<file path="config.mk">
export PLATFORM = sky130hd
export DESIGN_NAME = uart_tx_arb
export DESIGN_NICKNAME = d
export VERILOG_FILES = /design/src/rtl/uart_tx_arb_pkg.sv /design/src/rtl/uart_tx_arb_rr_pick.sv /design/src/rtl/uart_tx_arb.sv
export SDC_FILE = /design/constraint.sdc
export NUM_CORES = 1
export LEC_CHECK = 0
export CORE_MARGIN = 3
export CORE_UTILIZATION = 48
export CTS_CLUSTER_SIZE = 28
export DETAILED_ROUTE_END_ITERATION = 8
export PLACE_DENSITY = 0.75
export SLEW_MARGIN = 20
export SYNTH_ARGS = -nofsm -noshare
export SYNTH_HDL_FRONTEND = slang
export SYNTH_SLANG_ARGS = --single-unit
</file>
<file path="constraint.sdc">
create_clock -name sys_clk -period 2.4 [get_ports sys_clk]
set_clock_uncertainty 0.1 [all_clocks]
set_input_delay 0.36 -clock sys_clk [delete_from_list [all_inputs] [get_ports sys_clk]]
set_output_delay 0.36 -clock sys_clk [all_outputs]
set_load 0.05 [all_outputs]
</file>
<file path="src/rtl/uart_tx_arb_pkg.sv">
// Shared types and elaboration-time helpers for the uart_tx round-robin scheduler.
// Contents:
//   state_e    - scheduler FSM states (IDLE, GRANT, WAIT), 2-bit encoding
//   clog2      - ceiling log2, used to size counters and indices
//   frame_cyc  - clock cycles reserved per transmitted byte, guard included
package uart_tx_arb_pkg;

    typedef enum logic [1:0] {
        IDLE  = 2'd0,
        GRANT = 2'd1,
        WAIT  = 2'd2
    } state_e;

    // Ceiling log2; returns 0 for value <= 1.
    function automatic int clog2(input int value);
        int result;
        result = 0;
        for (int i = 0; i < 32; i++) begin
            if ((64'd1 << i) < 64'(value)) begin
                result = i + 1;
            end else begin
                result = result;
            end
        end
        return result;
    endfunction

    // Whole bit periods per frame plus trailing idle guard cycles.
    function automatic int frame_cyc(input int clk_freq, input int uart_bps,
                                     input int frame_bits, input int guard_cyc);
        return (clk_freq / uart_bps) * frame_bits + guard_cyc;
    endfunction

endpackage

</file>
<file path="src/rtl/uart_tx_arb_rr_pick.sv">
// Combinational round-robin picker.
// Ports:
//   req_i  [NREQ] - pending request flags
//   ptr_i  [PW]   - index with highest priority this round (must be < NREQ)
//   idx_o  [PW]   - first set request at or above ptr_i, wrapping
//   any_o         - at least one request is set
module uart_tx_arb_rr_pick #(
    parameter int NREQ = 2,
    parameter int PW   = 1
) (
    input  logic [NREQ-1:0] req_i,
    input  logic [PW-1:0]   ptr_i,
    output logic [PW-1:0]   idx_o,
    output logic            any_o
);

    localparam logic [PW:0] N_W = (PW+1)'(NREQ);

    logic [2*NREQ-1:0] dbl_s;
    logic [NREQ-1:0]   rot_s;
    logic [PW-1:0]     enc_s;
    logic [PW:0]       sum_s;

    // Rotate so ptr_i lands on bit 0, take the lowest set bit, rotate the index back.
    always_comb begin
        dbl_s = {req_i, req_i};
        rot_s = NREQ'(dbl_s >> ptr_i);
        enc_s = '0;
        for (int k = NREQ - 1; k >= 0; k--) begin
            if (rot_s[k]) begin
                enc_s = PW'(k);
            end else begin
                enc_s = enc_s;
            end
        end
        sum_s = {1'b0, ptr_i} + {1'b0, enc_s};
        if (sum_s >= N_W) begin
            idx_o = PW'(sum_s - N_W);
        end else begin
            idx_o = PW'(sum_s);
        end
        any_o = |req_i;
    end

endmodule

</file>
<file path="src/rtl/uart_tx_arb.sv">
// Round-robin scheduler sharing one uart_tx byte transmitter among NREQ producers.
// uart_tx has no busy output, so after issuing a byte this block stays busy for a
// full frame time (FRAME_CYC cycles) before granting again.
// Ports:
//   sys_clk, sys_rst - clock, synchronous active-high reset
//   req_valid [NREQ] - per-requester byte pending; held with data until req_ready
//   req_data  [8*NREQ] - requester i byte on [8i+7:8i]
//   req_ready [NREQ] - one-hot accept strobe during the GRANT cycle
//   po_data   [8]    - byte to uart_tx pi_data (registered, held between transfers)
//   po_flag          - one-cycle strobe to uart_tx pi_flag (registered)
//   busy             - high whenever the scheduler is not IDLE
module uart_tx_arb
    import uart_tx_arb_pkg::*;
#(
    parameter int NREQ       = 2,
    parameter int CLK_FREQ   = 50_000_000,
    parameter int UART_BPS   = 9600,
    parameter int FRAME_BITS = 10,
    parameter int GUARD_CYC  = 2
) (
    input  logic              sys_clk,
    input  logic              sys_rst,
    input  logic [NREQ-1:0]   req_valid,
    input  logic [NREQ*8-1:0] req_data,
    output logic [NREQ-1:0]   req_ready,
    output logic [7:0]        po_data,
    output logic              po_flag,
    output logic              busy
);

    localparam int FRAME_CYC = frame_cyc(CLK_FREQ, UART_BPS, FRAME_BITS, GUARD_CYC);
    localparam int CW_RAW    = clog2(FRAME_CYC);
    localparam int CW        = (CW_RAW < 1) ? 1 : CW_RAW;
    localparam int PW_RAW    = clog2(NREQ);
    localparam int PW        = (PW_RAW < 1) ? 1 : PW_RAW;

    localparam logic [CW-1:0] CNT_LAST = CW'(FRAME_CYC - 1);
    localparam logic [PW-1:0] IDX_LAST = PW'(NREQ - 1);

    state_e        state_q, state_d;
    logic [CW-1:0] cnt_q, cnt_d;
    logic [PW-1:0] rr_ptr_q, rr_ptr_d;
    logic [PW-1:0] gnt_idx_q, gnt_idx_d;
    logic [7:0]    po_data_q, po_data_d;
    logic          po_flag_q, po_flag_d;
    logic          busy_q, busy_d;

    logic [PW-1:0] pick_idx_s;
    logic          pick_any_s;

    uart_tx_arb_rr_pick #(
        .NREQ (NREQ),
        .PW   (PW)
    ) u_pick (
        .req_i (req_valid),
        .ptr_i (rr_ptr_q),
        .idx_o (pick_idx_s),
        .any_o (pick_any_s)
    );

    // Accept strobe is decoded from the registered grant so it never depends on req_valid.
    always_comb begin
        req_ready = '0;
        if (state_q == GRANT) begin
            req_ready[gnt_idx_q] = 1'b1;
        end else begin
            req_ready = '0;
        end
    end

    // Next-state, counter and output-register logic.
    always_comb begin
        state_d   = state_q;
        cnt_d     = cnt_q;
        rr_ptr_d  = rr_ptr_q;
        gnt_idx_d = gnt_idx_q;
        po_data_d = po_data_q;
        po_flag_d = 1'b0;
        case (state_q)
            IDLE: begin
                if (pick_any_s) begin
                    gnt_idx_d = pick_idx_s;
                    state_d   = GRANT;
                end else begin
                    state_d   = IDLE;
                end
            end
            GRANT: begin
                // A requester that dropped valid here forfeits; rr_ptr is left alone
                // so it keeps its priority on the next IDLE evaluation.
                if (req_valid[gnt_idx_q]) begin
                    po_data_d = req_data[{gnt_idx_q, 3'b000} +: 8];
                    po_flag_d = 1'b1;
                    rr_ptr_d  = (gnt_idx_q == IDX_LAST) ? '0 : gnt_idx_q + PW'(1);
                    cnt_d     = '0;
                    state_d   = WAIT;
                end else begin
                    state_d   = IDLE;
                end
            end
            WAIT: begin
                if (cnt_q == CNT_LAST) begin
                    cnt_d   = '0;
                    state_d = IDLE;
                end else begin
                    cnt_d   = cnt_q + CW'(1);
                end
            end
            default: begin
                cnt_d   = '0;
                state_d = IDLE;
            end
        endcase
        busy_d = (state_d != IDLE);
    end

    // State and output registers with synchronous reset.
    always_ff @(posedge sys_clk) begin
        if (sys_rst) begin
            state_q   <= IDLE;
            cnt_q     <= '0;
            rr_ptr_q  <= '0;
            gnt_idx_q <= '0;
            po_data_q <= 8'h00;
            po_flag_q <= 1'b0;
            busy_q    <= 1'b0;
        end else begin
            state_q   <= state_d;
            cnt_q     <= cnt_d;
            rr_ptr_q  <= rr_ptr_d;
            gnt_idx_q <= gnt_idx_d;
            po_data_q <= po_data_d;
            po_flag_q <= po_flag_d;
            busy_q    <= busy_d;
        end
    end

    assign po_data = po_data_q;
    assign po_flag = po_flag_q;
    assign busy    = busy_q;

endmodule

</file>
==> results.md <==
- Status: finished clean
- Synth Register Bits: 30
- Fin Hold WS: 0.399 ns
- Post-layout util: about two thirds
- Yosys warning total: 0
- Mapped Nets: 175
- GPL Wtd Cong: about 0.81
- Comb power frac: 21.5%
- Switching Share: 29.8%
- EDFF count, synth: 0
- Post-synthesis simple-gate area fraction: 24.2%
- Die Width: 59.4 um
- Die Height: ~59 um
- Main synth FF type: dfxtp_1
- Multi-input logic area: a little over 700 um^2
- Critical-path cell list: clkdlybuf4s50_1 -> mux2i_1 -> o21ai_0 -> nand3_1 -> xor2_1 -> nor2_1
- Sequential share of power: 52.0%
- Final Hold Fails: 0
- Vias in the first global route: 1,139
- Top cell type by total area after synthesis: dfxtp_1
- Core Box Area: ~2600 um^2
- Initial Utilization: 52.8%
- DR DRC count: 0
- Reg2Reg Setup Slack: 0.51 ns
- Antenna violations before repair: 0
- Count leader, synth: nor2_1
- P&R area growth vs syn: 29.8%
- Synth top area share: a little over two fifths
- Total CTS buffers: 5
- Sequential fraction of the synthesis area: about 44%
- Clock power frac: a little over a quarter
- Post-synthesis cell area: approximately 1400 um^2
- Cell with the largest stage delay on the worst path: o21ai_0
- Multiplexer share of the synthesized area: under 10%
- Peak VDD IR: roughly 480 uV
- FF-to-FF path depth: 6
- Worst-Skew Late Latency: around 0.33 ns
- H-tree depth: 2
- Register area: around 600 um^2
- Row count: 18
- Finish-stage setup viols: 0
- CTS sink cnt: 30
- Via count: between 1,000 and 1,500
- Worst-path fanout max: 6
- Post-route ant nets: 0
- Routed WL: roughly 3000 um
- Int Pwr: 0.000729 W
- Drt first pass iters: 4
- Die area: approximately 3500 um^2
- CP max stage delay: roughly 0.6 ns
- Worst path required time: 2.53 ns
- Combinational family with the most area after synthesis: simple AND/OR/NAND/NOR gates
- Metal1 wirelength: approximately 1400 um
- Synth Area in Adders: 1.83%
- Largest net degree at the start of global routing: 17
- Final Critical Period: about 2.0 ns
- CP startpoint: req_valid[0]
- Vias per cell: roughly 5.4
- Ant diodes: 0
- Worst-Margin Slew: around 0.70 ns
- CTS Buffer Depth: 2
- Fmax achieved: between 500 and 600 MHz
- Syn_area_per_cell: a little under 9 um^2
- Worst setup SP type: primary input
- Most frequent cells after synthesis: 33 x nor2_1, 30 x dfxtp_1, 13 x xor2_1
- P_sw: between 0.0003 and 0.0004 W
- # resized after CTS: 0
- Area contributors post-synth: dfxtp_1 44%, nor2_1 9.1%, xor2_1 8.3%
- Arrival @ worst endpoint: ~2.1 ns
- Synth async-reset ratio: 0%
- Worst Setup EP: cnt_q[9]
- TNS Setup: 0 ns
- Max-cap violation count: 0
- Grt ovf: 0
- Count of pins over their slew limit: 0
- Dpl hpwl: ~2200 um
- Synthesized instance count: 153
- Reg-to-reg critical path startpoint: cnt_q[12]
- Final net count: 214
- PwrDens: roughly 590 nW/um^2
- Worst r2r dst: cnt_q[10]
- Period Utilization, post-route: around 82%
- RSZ-0062 raised after global routing: no
- IO Count: 32
- First-pass GRT wire length: 5180 um
- WS Path Type: primary input to register
- Routed WL per cell: 13.5 um
- Total GRT Usage: 19.6%
- Clock root buffer: clkbuf_4
- Rel. slew slack: 52.9%
- Synth Area in Compound Gates: between 10% and 20%
- CTS tree: built
- First DRT Iteration DRCs: 24
- Clock transition at the registers of the reported paths: approximately 0.090 ns
- Layout cell share with drive strength beyond 1: around 8.3%
- Post-CTS Setup Inserts: 0
- Yosys cell types: 35
- Fillcell total: between 200 and 250
- Met3 wire len: between 150 and 200 um
- Met2 wire length: ~1400 um
- Synth Area in XOR/XNOR: 8.97%
- Worst hold path class: register to register
- Crit end category: register
- Port Buf Inserts: 31
- Static Leak: approximately 0.65 nW
- Highest layer used for signal routing: met4
- Worst Min Path Start: po_data[3]
- Number of hold buffers added after CTS: 0
[power groups by stage]
stage | combinational [W] | clock, W | sequential [W]
after global routing | 0.000243 | 0.000310 | 0.000544
after floorplan | 0.0000939 | 0 | 0.000597
after CTS | 0.000226 | 0.000285 | 0.000540
after global placement | 0.000222 | 0 | 0.000551
final | 0.000224 | 0.000275 | 0.000540
after detailed placement | 0.000225 | 0 | 0.000552
[layout by cell type, fill, tap and decap left out, types with 2 or more instances in the layout]
| master | n |
|---|---|
| and3_1 | 2 |
| ha_1 | 2 |
| nand4_1 | 6 |
| nand2b_1 | 2 |
| xor2_1 | 13 |
| mux2i_1 | 9 |
| nand2_1 | 7 |
| dfxtp_1 | 30 |
| inv_1 | 4 |
| clkbuf_1 | 2 |
| clkdlybuf4s50_1 | 29 |
| nor2_1 | 33 |
| buf_4 | 6 |
| clkbuf_4 | 5 |
| a211oi_1 | 8 |
| o21ai_0 | 4 |
| nand3_1 | 11 |
[worst min-delay path by stage]
stage	endpoint	slack [ns]	depth (start not counted)
floorplan	po_data[0]	0.33	1
global placement	rr_ptr_q	0.38	2
detailed placement	po_data[3]	0.39	2
CTS	po_data[3]	0.40	2
global route	po_data[3]	0.43	2
finish	po_data[3]	0.40	2
[final cells by class]
class,count,area share [%]
Multi-Input combinational cell,115,41.0
Sequential cell,30,33.9
Timing Repair Buffer,36,19.6
Clock buffer,7,2.54
Tap cell,30,2.12
Inverter,4,0.847
[flip-flops by register name (all words and copies together) (netlist names)]
signal,count
cnt_q,16
po_data,8
state_q,2
busy,1
gnt_idx_q,1
po_flag,1
rr_ptr_q,1
[per-layer routing]
layer	GRT usage, %	vias to the layer above
met2	29.3	23
met1	25.3	555
met5	0	-
met4	8.09	0
met3	6.97	6
li1	-	607
[worst max-delay path, delay by kind of cell]
kind | cells | cell delay, ns
simple gates | 2 | 0.25
xor+xnor | 1 | 0.17
buf+inv | 1 | 0.55
compound gates | 1 | 0.60
mux | 1 | 0.16
[kinds of logic after synthesis]
family | count (synthesis)
AOI/OAI and AO/OA | 20
xor gates and xnor gates | 14
adders and majority gates | 2
buffers and inverters | 8
DFF | 30
muxes | 9
and+or+nand+nor | 70
[per-stage QoR]
stage	cell area, um^2	instances	setup WS, ns	power (W)
CTS	1770	222	0.0495	0.00105
finish	1770	222	0.428	0.00104
floorplan	1370	153	0.433	0.000691
global route	1770	222	0.325	0.00110
detailed placement	1730	215	0.113	0.000776
global placement	1730	215	0.166	0.000773
Power figures use the tool's default switching activity.
